--- src/rtl/if_stage.sv ---
// Instruction fetch stage: PC register, IF/ID pipeline register and a small
// BOOT/RUN/HALT control FSM. imem is read combinationally from the current PC.
module if_stage #(
  parameter logic [31:0] RESET_PC    = 32'h0000_0000,
  parameter logic [31:0] NOP_INSTR   = 32'h0000_0000,
  parameter logic [5:0]  HALT_OPCODE = 6'h3F
) (
  input  logic        clk,
  input  logic        reset,
  input  logic        stall,
  input  logic        flush,
  input  logic        pc_src_en,
  input  logic [31:0] pc_target,
  output logic [31:0] imem_addr,
  input  logic [31:0] imem_rdata,
  output logic [31:0] if_id_instr,
  output logic [31:0] if_id_pc4,
  output logic        if_id_valid,
  output logic        halted,
  output logic [15:0] fetch_cnt,
  output logic [31:0] out
);

  typedef enum logic [1:0] {
    S_BOOT = 2'd0,
    S_RUN  = 2'd1,
    S_HALT = 2'd2
  } state_t;

  typedef struct packed {
    logic [31:0] instr;
    logic [31:0] pc4;
    logic        valid;
  } ifid_t;

  state_t      state, state_n;
  logic [31:0] pc, pc_n, pc_plus4;
  ifid_t       ifid, ifid_n;
  logic [15:0] cnt, cnt_n;
  logic [15:0] cnt_inc;
  logic        is_halt_word;

  always_ff @(posedge clk) begin
    if (!reset) begin
      state <= S_BOOT;
      pc    <= RESET_PC;
      ifid  <= '{instr: NOP_INSTR, pc4: 32'h0, valid: 1'b0};
      cnt   <= 16'h0;
    end else begin
      state <= state_n;
      pc    <= pc_n;
      ifid  <= ifid_n;
      cnt   <= cnt_n;
    end
  end

  assign pc_plus4     = pc + 32'd4;
  assign cnt_inc      = (cnt == 16'hFFFF) ? cnt : cnt + 16'd1;
  assign is_halt_word = (imem_rdata[31:26] == HALT_OPCODE);

  // Redirect beats stall, stall beats normal advance; flush only ever turns
  // the incoming slot into a bubble and never changes what happens to the PC.
  always_comb begin
    state_n = state;
    pc_n    = pc;
    ifid_n  = ifid;
    cnt_n   = cnt;
    unique case (state)
      S_BOOT: begin
        ifid_n.instr = NOP_INSTR;
        ifid_n.valid = 1'b0;
        state_n      = S_RUN;
      end
      S_RUN: begin
        if (pc_src_en) begin
          pc_n         = pc_target & 32'hFFFF_FFFC;
          ifid_n.instr = NOP_INSTR;
          ifid_n.valid = 1'b0;
        end else if (stall) begin
          if (flush) begin
            ifid_n.instr = NOP_INSTR;
            ifid_n.valid = 1'b0;
          end
        end else if (flush) begin
          pc_n         = pc_plus4;
          ifid_n.instr = NOP_INSTR;
          ifid_n.valid = 1'b0;
        end else begin
          ifid_n = '{instr: imem_rdata, pc4: pc_plus4, valid: 1'b1};
          cnt_n  = cnt_inc;
          // The halt word itself is delivered; the PC parks on its address.
          if (is_halt_word) state_n = S_HALT;
          else              pc_n    = pc_plus4;
        end
      end
      S_HALT: begin
        ifid_n.instr = NOP_INSTR;
        ifid_n.valid = 1'b0;
        if (pc_src_en) begin
          pc_n    = pc_target & 32'hFFFF_FFFC;
          state_n = S_RUN;
        end
      end
      default: state_n = S_BOOT;
    endcase
  end

  assign imem_addr   = pc;
  assign out         = pc;
  assign if_id_instr = ifid.instr;
  assign if_id_pc4   = ifid.pc4;
  assign if_id_valid = ifid.valid;
  assign halted      = (state == S_HALT);
  assign fetch_cnt   = cnt;

endmodule

--- config.mk ---
export PLATFORM = sky130hd
export DESIGN_NAME = if_stage
export DESIGN_NICKNAME = d
export VERILOG_FILES = /design/src/rtl/if_stage.sv
export SDC_FILE = /design/constraint.sdc
export NUM_CORES = 1
export LEC_CHECK = 0
export ABC_CLOCK_PERIOD_IN_PS = 2100
export BUFFER_PORTS_ARGS = -buffer_cell sky130_fd_sc_hd__buf_2
export CORE_MARGIN = 10
export CORE_UTILIZATION = 45
export CTS_CLUSTER_DIAMETER = 150
export DETAILED_ROUTE_END_ITERATION = 12
export PLACE_DENSITY_LB_ADDON = 0.25
export SLEW_MARGIN = 20
export SYNTH_ARGS = -nofsm -noshare
export SYNTH_HDL_FRONTEND = slang
export SYNTH_SLANG_ARGS = --single-unit
--- constraint.sdc ---
create_clock -name clk -period 2.1 [get_ports clk]
set_input_delay 0.42 -clock clk [delete_from_list [all_inputs] [get_ports clk]]
set_output_delay 0.42 -clock clk [all_outputs]
set_load 0.02 [all_outputs]
==> impl_results.md, run 1 <==
- Crit path time final: 1.99 ns
- H-tree depth: 3
- Worst Path Max Fanout: 6
- Share of layout cells above drive strength 1: 0.342
- GR Overflow Total: 0
- Top cell type's share of synthesized area: 0.397
- Net Sw Power: 1.33 mW
- Yosys warning count: 0
- Num Clock Sinks: 111
- Fill count: 1112
- Vias: 5722
- Peak supply drop: 0.369 mV
- Clk pwr share: 0.345
- Seq pwr share: 0.480
- Crit path DAT: 2.20 ns
- P per Cell Area: 651 nW/um^2
- Fin util: 0.591
- Initial antenna violation count: 0
- Die X: 132 um
- Startpoint type of the worst setup path: register
- DR WL/cell: between 15 and 20 um
- Yosys top cell by area: dfxtp_1
- Ports: approximately 220
- CP delay by family, top: simple AND/OR/NAND/NOR gates
- Max Clock Freq: 0.502 GHz
- Setup crit end kind: register
- Min setup slack post-route: 0.109 ns
- Root buffer cell: clkbuf_16
- DRC: 0
- Slew @ Worst Pin: ~0.59 ns
- Row count: 40
- Worst path max stage delay: 0.42 ns
- Via density: 5.50
- Syn Std Cell Area: between 5000 and 6000 sq um
- First-pass GRT wire length: about 29000 um
- Synth top area cells: dfxtp_1, nor2_1, buf_4, a22oi_1, xnor2_1
- Critical-path cell list: and4_1 -> nand3_1 -> buf_4 -> nor3_1 -> buf_4 -> xnor2_1 -> a21oi_1
- Seq/Total Area, Yosys: 0.397
- Dpl hpwl: 13400 um
- Die Ht: 132 um
- Final Wtd Congestion: 0.930
- First drt pass iteration count: 6
- Drt first-iter violations: ~560
- Synth Flop Type: dfxtp_1
- Power share of the combinational group: 0.174
- CTS buffer count: 9
- Sw frac: 0.286
- FF/Latch Area: 2230 sq um
- Most frequent CP cell: buf_4
- Synth Instances: 683
- EDFF count, synth: 0
- Starting Density: 0.462
- Tcrit/Tclk final: 0.948
- Mapped Avg Cell Area: 8.20 sq um
- CTS tree: done
- Core Area: 12100 sq um
- Critical path class: register to register
- Multi-input logic area: 2940 sq um
- HP Class: input pin to register
- Area Growth Syn to Fin: 27.9%
- Status: finished clean
- Worst-path clk slew: roughly 0.070 ns
- P_leak: 3.12 nW
- Flops & latches, synth: approximately 110
- Vias in the first global route: 5701
- Number of buffers on the longest clock path: 2
- Nets@finish: 942
- Diode count: 0
- Slew margin rel.: 0.605
- Gr usage total: 0.196
- Number of unique standard cell types used by synthesis: 55
- Die area: ~17000 sq um
- Routed WL: 17900 um
- Clk_skew: 0.0100 ns
- Worst path slowest cell: dfxtp_1
- Largest net degree at the start of global routing: 59
- DP Worst Slack: -0.0422 ns
- Final setup vio count: 0
- Post-DRT Antenna Nets: 0
- Max Cap Viol: 0
- Max-slew violations: 0
- Critical path data required time: 2.31 ns
- Post-synth ARST share: 0
- Count of final hold-check violations: 0
- Int Pwr: 3.33 mW
- Crit path buf inv count: 2
- Port Buffers: roughly 210
- Worst-Skew Late Latency: 0.35 ns
## what timing repair did
item | in CTS | in global routing
hold endpoints to repair | 0 | 0
gates cloned | 0 | 0
gates resized for setup | 1 | 11
endpoints found under the setup margin | 10 | 30
setup buffers | 0 | 3
pin swaps | 0 | 4
hold buffers | 0 | 0
## Yosys cell counts, drive strengths merged (11+ instances only)
cell    number
nand3       30
a211oi      17
xor2        14
nor3        11
nor2        89
xnor2       26
clkbuf      45
a21oi       42
nand4       21
o21ai       35
buf         48
a22oi       34
dfxtp      111
nand2       53
## sequential cells by signal, indices dropped and copies added (netlist names)
signal       flops
fetch_cnt       16
if_id_instr     32
if_id_pc4       30
imem_addr       30
state            2
if_id_valid      1
## power groups by stage
stage | registers (mW) | clock network, mW | logic, mW
final | 2.24 | 1.61 | 0.813
after CTS | 2.24 | 1.66 | 0.801
after floorplan | 2.37 | 0 | 0.430
after global routing | 2.25 | 1.74 | 0.883
after global placement | 2.28 | 0 | 0.783
after detailed placement | 2.29 | 0 | 0.798
## logic make-up after synthesis
family,Yosys count,share of synthesized area
simple gates,247,0.219
compound gates,176,0.208
flops,111,0.397
buf+inv,98,0.0925
xor+xnor,40,0.0626
fa+ha+maj,6,0.0134
mux,4,0.00715
other cells,1,0.000670
## cells in the final DEF, fill, tap and decap left out, drive strengths merged, types with 8 or more instances in the layout
cell type and instances:
a21oi 42, a22o 8, xnor2 26, buf 261, nand3 30, clkbuf 14
nor2 89, xor2 14, nand2 53, dfxtp 111, nor3 11, nor4 8
nand4 21, a22oi 34, o21ai 35, a211oi 17
## area by class of cell
| class | count | area share |
|---|---|---|
| Timing Repair Buffer | 261 | 0.209 |
| Sequential cell | 111 | 0.311 |
| Multi-Input combinational cell | 479 | 0.411 |
| Clock inverter | 2 | 0.00227 |
| Inverter | 5 | 0.00262 |
| Clock buffer | 14 | 0.0355 |
| Tap cell | 168 | 0.0294 |
## layer usage
layer / vias to the layer above / global-route usage / wire length (um)
met5: - / 0 / 0
met4: 0 / 0.0760 / 419
met3: 32 / 0.0610 / 1480
met2: 257 / 0.320 / 8490
met1: 2658 / 0.235 / 7520
li1: 2775 / - / -
## path summary, 6_finish.rpt
path / startpoint / to / slack [ns] / cells after the start
worst max register to register: imem_addr[8]$_SDFFE_PN0P_ / if_id_pc4[25]$_SDFFE_PN0P_ / 0.11 / 7
worst min register to register: if_id_pc4[8]$_SDFFE_PN0P_ / if_id_pc4[8]$_SDFFE_PN0P_ / 0.46 / 2
worst max-delay path: imem_addr[8]$_SDFFE_PN0P_ / if_id_pc4[25]$_SDFFE_PN0P_ / 0.11 / 7
worst min-delay path: imem_rdata[20] / if_id_instr[20]$_SDFFE_PN0P_ / 0.31 / 3
## per-stage QoR
step                      cell area [sq um]  instances  total power, mW  hold slack (ns)  setup TNS, ns
after floorplan                        5620        688             2.80            0.465              0
after global routing                   7160       1040             4.87            0.308       -0.00712
after CTS                              7090       1037             4.70            0.297              0
after detailed placement               6820       1021             3.08            0.449         -0.125
after global placement                 6820       1021             3.06            0.443              0
final                                  7160       1040             4.66            0.314              0
## worst reg2reg max path, stage by stage, from the launching register on
cell     delay (ns)
dfxtp_1        0.42
and4_1         0.35
nand3_1        0.18
buf_4          0.20
nor3_1         0.33
buf_4          0.19
xnor2_1        0.11
a21oi_1        0.08
No activity file was read; power rests on OpenSTA's default activity.
==> run 2: changes to the inputs <==
--- a/config.mk
+++ b/config.mk
@@ -11,7 +11,7 @@
 export CORE_UTILIZATION = 45
 export CTS_CLUSTER_DIAMETER = 150
 export DETAILED_ROUTE_END_ITERATION = 12
-export PLACE_DENSITY_LB_ADDON = 0.25
+export PLACE_DENSITY = 0.88
 export SLEW_MARGIN = 20
 export SYNTH_ARGS = -nofsm -noshare
 export SYNTH_HDL_FRONTEND = slang
==> run 2 against run 1 <==
Utilization up 0.29 points; total power up 3.6%; critical path type unchanged; clock-buffer cell count down 3; design area up 0.49%; register-to-register slack better by 0.02 ns; die area unchanged; via count down 0.75%; sequential power about the same.
==> impl_results.md, run 2 (same netlist as run 1, synthesis figures left out) <==
- Most frequent cells in the layout: buf_2, dfxtp_1, nor2_1
- Peak supply drop: between 0.4 and 0.5 mV
- Root buffer cell: clkbuf_16
- Num Clock Sinks: 111
- Worst Path Max Fanout: 6
- Via density: ~5.5
- Initial antenna violation count: 1
- Dpl hpwl: ~13000 um
- P per Cell Area: 671 nW/um^2
- Drt first-iter violations: 609
- Worst-Skew Late Latency: approximately 0.36 ns
- Setup TNS: 0 ns
- Slew margin rel.: 0.647
- Final worst hold slack: around 0.29 ns
- Leading cell type in the layout, fill and taps excluded: buf_2
- Worst path slowest cell: nor4_1
- Max Clock Freq: 0.506 GHz
- CP delay by family, top: simple AND/OR/NAND/NOR gates
- DR WL/cell: between 15 and 20 um
- Setup crit end kind: register
- First-pass GRT wire length: 27800 um
- Gr usage total: 0.192
- Final setup vio count: 0
- Crit path time final: 1.98 ns
- CTS tree: done
- Vias: approximately 5700
- Nets@finish: 939
- Die area: roughly 17000 sq um
- Routed WL: 17700 um
- Critical path data required time: between 2 and 2.5 ns
- Max-slew violations: 0
- Final Wtd Congestion: 0.942
- Crit path buf inv count: 2
- Share of layout cells above drive strength 1: 0.342
- Crit path DAT: 2.23 ns
- H-tree depth: 3
- Status: finished clean
- Clk_skew: 0.00765 ns
- Starting Density: 0.462
- Tcrit/Tclk final: 0.941
- Area Growth Syn to Fin: 28.5%
- Startpoint type of the worst setup path: register
- DRC: 0
- Worst-path clk slew: 0.08 ns
- Die Ht: 132 um
- Ports: around 220
- Largest net degree at the start of global routing: approximately 60
- Die X: ~130 um
- P_leak: 3.11 nW
- Vias in the first global route: 5365
- CTS Hold Bufs: 0
- Critical-path cell list: inv_1 -> ha_2 -> buf_4 -> nor4b_4 -> nand4_1 -> nor4_1 -> xnor2_1 -> nor2_1
- HP Class: input pin to register
- Number of buffers on the longest clock path: 2
- Port Buffers: 206
- Post-DRT Antenna Nets: 0
- Count of final hold-check violations: 0
- GR Overflow Total: 0
- Fill count: between 1000 and 1500
- Max Cap Viol: 0
- First drt pass iteration count: 5
- Core Area: 12100 sq um
- Max FFs per register: 32
- Slew @ Worst Pin: 0.529 ns
- Critical path class: register to register
- R2R Setup Slk: between 0.1 and 0.15 ns
- Row count: 40
- CTS buffer count: 9
- Worst path max stage delay: 0.41 ns
==> run 2: changes by cell type in the layout (fill, tap and decap cells not counted), moves of 2 or more <==
| cell | previous run | this run |
|---|---|---|
| buf_4 | 51 | 46 |
| nor3_1 | 7 | 9 |
| buf_12 | 4 | 6 |
| clkbuf_1 | 4 | 1 |
| diode_2 | 0 | 2 |
| clkinv_4 | 1 | 3 |
==> run 2: path summary, 6_finish.rpt <==
kind,start,endpoint,depth (start not counted)
worst max-delay path,state[1]$_SDFFE_PN0P_,fetch_cnt[13]$_SDFFE_PN0P_,8
worst min-delay path,imem_rdata[10],if_id_instr[10]$_SDFFE_PN0P_,3
worst max register to register,state[1]$_SDFFE_PN0P_,fetch_cnt[13]$_SDFFE_PN0P_,8
worst min register to register,state[1]$_SDFFE_PN0P_,state[1]$_SDFFE_PN0P_,2
==> run 2: power by group <==
group	internal, mW	switching, mW	total, mW
clock	0.971	0.823	1.79
combinational	0.306	0.487	0.793
sequential	2.17	0.0707	2.24
total	3.45	1.38	4.83
==> run 2: layer usage <==
| metal | part of all wire | vias to the layer above | global-route usage |
|---|---|---|---|
| li1 | - | 2768 | - |
| met5 | 0 | - | 0 |
| met3 | 0.090 | 21 | 0.0598 |
| met4 | 0.019 | 0 | 0.0649 |
| met1 | 0.40 | 2641 | 0.228 |
| met2 | 0.49 | 249 | 0.320 |
==> run 2: cell type report <==
cell class | count | area, sq um | area share
Multi-Input combinational cell | 479 | 2930 | 0.407
Sequential cell | 111 | 2230 | 0.310
Timing Repair Buffer | 258 | 1500 | 0.208
Clock buffer | 11 | 243 | 0.0337
Tap cell | 168 | 210 | 0.0292
Clock inverter | 5 | 65.1 | 0.00904
Inverter | 5 | 18.8 | 0.00261
Antenna cell | 2 | 5.00 | 0.000696
==> run 2: metrics by stage <==
stage	util	setup slack [ns]	total power, mW	instance area [sq um]	std cells
3_5_place_dp	0.565	0.0347	3.08	6840	1020
2_1_floorplan	-	0.0171	2.80	5620	688
5_1_grt	0.594	-0.0241	5.03	7190	1038
3_3_place_gp	0.565	0.0544	3.06	6840	1020
6_report	0.594	0.125	4.83	7200	1039
4_1_cts	0.590	0.0238	4.85	7150	1036
==> run 2: worst register-to-register path, cell delays in order (launching register included) <==
cell and delay [ns]:
dfxtp_2 0.34, inv_1 0.07, ha_2 0.18, buf_4 0.13
nor4b_4 0.21, nand4_1 0.26, nor4_1 0.41, xnor2_1 0.20
nor2_1 0.06
==> run 2: what timing repair did <==
action	in CTS	in global routing
hold endpoints to repair	0	0
buffers inserted	0	1
setup endpoints to repair	0	32
resized for setup	0	11
==> run 3: changes to the inputs <==
--- a/config.mk
+++ b/config.mk
@@ -5,7 +5,7 @@
 export SDC_FILE = /design/constraint.sdc
 export NUM_CORES = 1
 export LEC_CHECK = 0
-export ABC_CLOCK_PERIOD_IN_PS = 2100
+export ABC_CLOCK_PERIOD_IN_PS = 1700
 export BUFFER_PORTS_ARGS = -buffer_cell sky130_fd_sc_hd__buf_2
 export CORE_MARGIN = 10
 export CORE_UTILIZATION = 45
==> constraint.sdc (replaced) <==
create_clock -name clk -period 1.7 [get_ports clk]
set_input_delay 0.34 -clock clk [delete_from_list [all_inputs] [get_ports clk]]
set_output_delay 0.34 -clock clk [all_outputs]
set_load 0.02 [all_outputs]
==> run 3 against run 2 <==
The flow now finishes with violations (setup timing); first-iteration DRC count fell by 25%; register-to-register slack got worse by 0.38 ns; design area rose by 24%; global-route usage rose by 2.7 points; sequential share of layout area fell by 5.3 points; die area did not move; critical path type unchanged; largest power group unchanged; highest routed layer unchanged.
==> impl_results.md, run 3 (same netlist as run 1, synthesis figures left out) <==
- P per Cell Area: between 700 and 800 nW/um^2
- First-pass GRT wire length: 31900 um
- Critical path data required time: 1.96 ns
- Share of layout cells above drive strength 1: 0.541
- Peak supply drop: 0.623 mV
- Final setup vio count: 78
- Num Clock Sinks: 111
- CTS buffer count: 9
- RSZ-0062 raised after global routing: yes
- R2R Setup Slk: -0.25 ns
- Number of buffers on the longest clock path: 2
- Worst-Skew Late Latency: 0.37 ns
- Critical path class: register to register
- Area Growth Syn to Fin: 59.2%
- P_leak: approximately 3.8 nW
- DR WL/cell: 20.8 um
- Ports: 215
- First drt pass iteration count: 5
- CTS tree: done
- Hold path endpoint: if_id_instr[25]$_SDFFE_PN0P_
- Starting Density: 0.462
- Row count: 40
- Drt first-iter violations: 459
- Worst reg2reg path depth: 7
- Die X: 132 um
- Final worst hold slack: 0.212 ns
- Clk_skew: 0.0126 ns
- Initial antenna violation count: 0
- Max Clock Freq: approximately 0.5 GHz
- Count of final hold-check violations: 0
- Sw frac: 0.311
- Die area: 17300 sq um
- Final Wtd Congestion: 0.874
- Min setup slack post-route: -0.252 ns
- H-tree depth: 3
- Via density: 5.79
- Crit path DAT: 2.21 ns
- Tcrit/Tclk final: 1.15
- Max Cap Viol: 0
- Max-slew violations: 0
- Routed WL: 23200 um
- Gr usage total: 0.219
- Die Ht: 132 um
- Diode count: 0
- DP Worst Slack: -0.190 ns
- Startpoint type of the worst setup path: register
- GR Overflow Total: 0
- Crit path time final: between 1.5 and 2 ns
- Int Pwr: 4.47 mW
- Status: finished with violations
- Power share of the combinational group: 0.230
- Failing checks: setup timing
- Critical R2R Launch: state[0]$_SDFFE_PN0P_
- Setup crit end kind: register
- Hold path cells: 3
- Largest net degree at the start of global routing: 59
- Clk pwr share: 0.343
- Seq pwr share: 0.427
- HP Class: input pin to register
- Dpl hpwl: 14000 um
- Net Sw Power: slightly above 2 mW
- Vias in the first global route: 6225
- Leading cell type in the layout, fill and taps excluded: buf_2
- Worst-path clk slew: 0.08 ns
- Max FFs per register: 32
- Min-delay src: imem_rdata[25]
- Port Buffers: 206
- Worst Path Max Fanout: 3
- Vias: 6459
- Reg2reg end: fetch_cnt[8]$_SDFFE_PN0P_
- Most frequent cells in the layout: buf_2, buf_4, dfxtp_1
- Root buffer cell: clkbuf_16
- Core Area: 12100 sq um
- Nets@finish: 1018
- DRC: 0
- Post-DRT Antenna Nets: 0
## run 3: changes by cell type in the layout (fill, tap and decap cells not counted), moves of 12 or more
cell     before  now
buf_4        46   93
a22oi_1      34   22
a21oi_2       0   13
buf_6         0   18
a21oi_1      42   25
a22oi_2       0   12
dfxtp_1     107   87
o21ai_0      35   16
dfxtp_4       0   13
## run 3: layout make-up
class / instances / area (sq um)
flip-flops and latches: 111 / 2280
fillers: 844 / 3200
clock buffers: 10 / 250
well taps: 168 / 210
repair buffers: 337 / 2390
clock inverters: 6 / 56.3
inverters: 5 / 18.8
multi-input cells: 479 / 3700
## run 3: power by group through the flow
stage	registers, mW	logic [mW]	clock network (mW)
6_report	2.77	1.49	2.22
4_1_cts	2.76	1.27	2.23
3_3_place_gp	2.81	1.09	0
5_1_grt	2.78	1.58	2.35
2_1_floorplan	2.93	0.579	0
3_5_place_dp	2.81	1.11	0
## run 3: repair_timing
action,in CTS,in global routing
pin swaps,24,75
gates cloned,4,7
buffers inserted,7,18
gates resized for setup,76,120
hold buffers,0,0
endpoints found under the hold margin,0,0
endpoints found under the setup margin,100,104
## run 3: worst max path at each step
stage	cells after the start	slack, ns	to	startpoint
global route	8	-0.32	fetch_cnt[8]$_SDFFE_PN0P_	state[1]$_SDFFE_PN0P_
global placement	7	-0.18	fetch_cnt[15]$_SDFFE_PN0P_	pc_src_en
detailed placement	7	-0.19	if_id_instr[11]$_SDFFE_PN0P_	pc_src_en
floorplan	7	-0.12	imem_addr[27]$_SDFFE_PN0P_	imem_addr[10]$_SDFFE_PN0P_
finish	7	-0.25	fetch_cnt[8]$_SDFFE_PN0P_	state[0]$_SDFFE_PN0P_
CTS	9	-0.16	if_id_instr[11]$_SDFFE_PN0P_	state[1]$_SDFFE_PN0P_
## run 3: worst max-delay path: stages (launching register included)
cell	delay (ns)
dfxtp_4	0.38
ha_4	0.15
or4b_4	0.49
buf_4	0.16
nor3_4	0.27
nand4_1	0.15
xor2_1	0.17
nor2_1	0.06
## run 3: per-layer routing
| metal | wire length (um) | GRT usage |
|---|---|---|
| met1 | 8320 | 0.229 |
| met2 | 11600 | 0.383 |
| met3 | 2160 | 0.0823 |
| met4 | 1150 | 0.0977 |
| met5 | 0 | 0 |
## run 3: metrics by stage
stage	instance area (sq um)	setup TNS [ns]	util	cells	power, mW
5_1_grt	8910	-13.63	0.736	1116	6.71
3_3_place_gp	7360	-9.72	0.608	1065	3.90
4_1_cts	8100	-5.50	0.669	1092	6.26
6_report	8910	-7.96	0.736	1116	6.48
3_5_place_dp	7360	-12.41	0.608	1065	3.92
2_1_floorplan	5950	-0.495	-	688	3.51
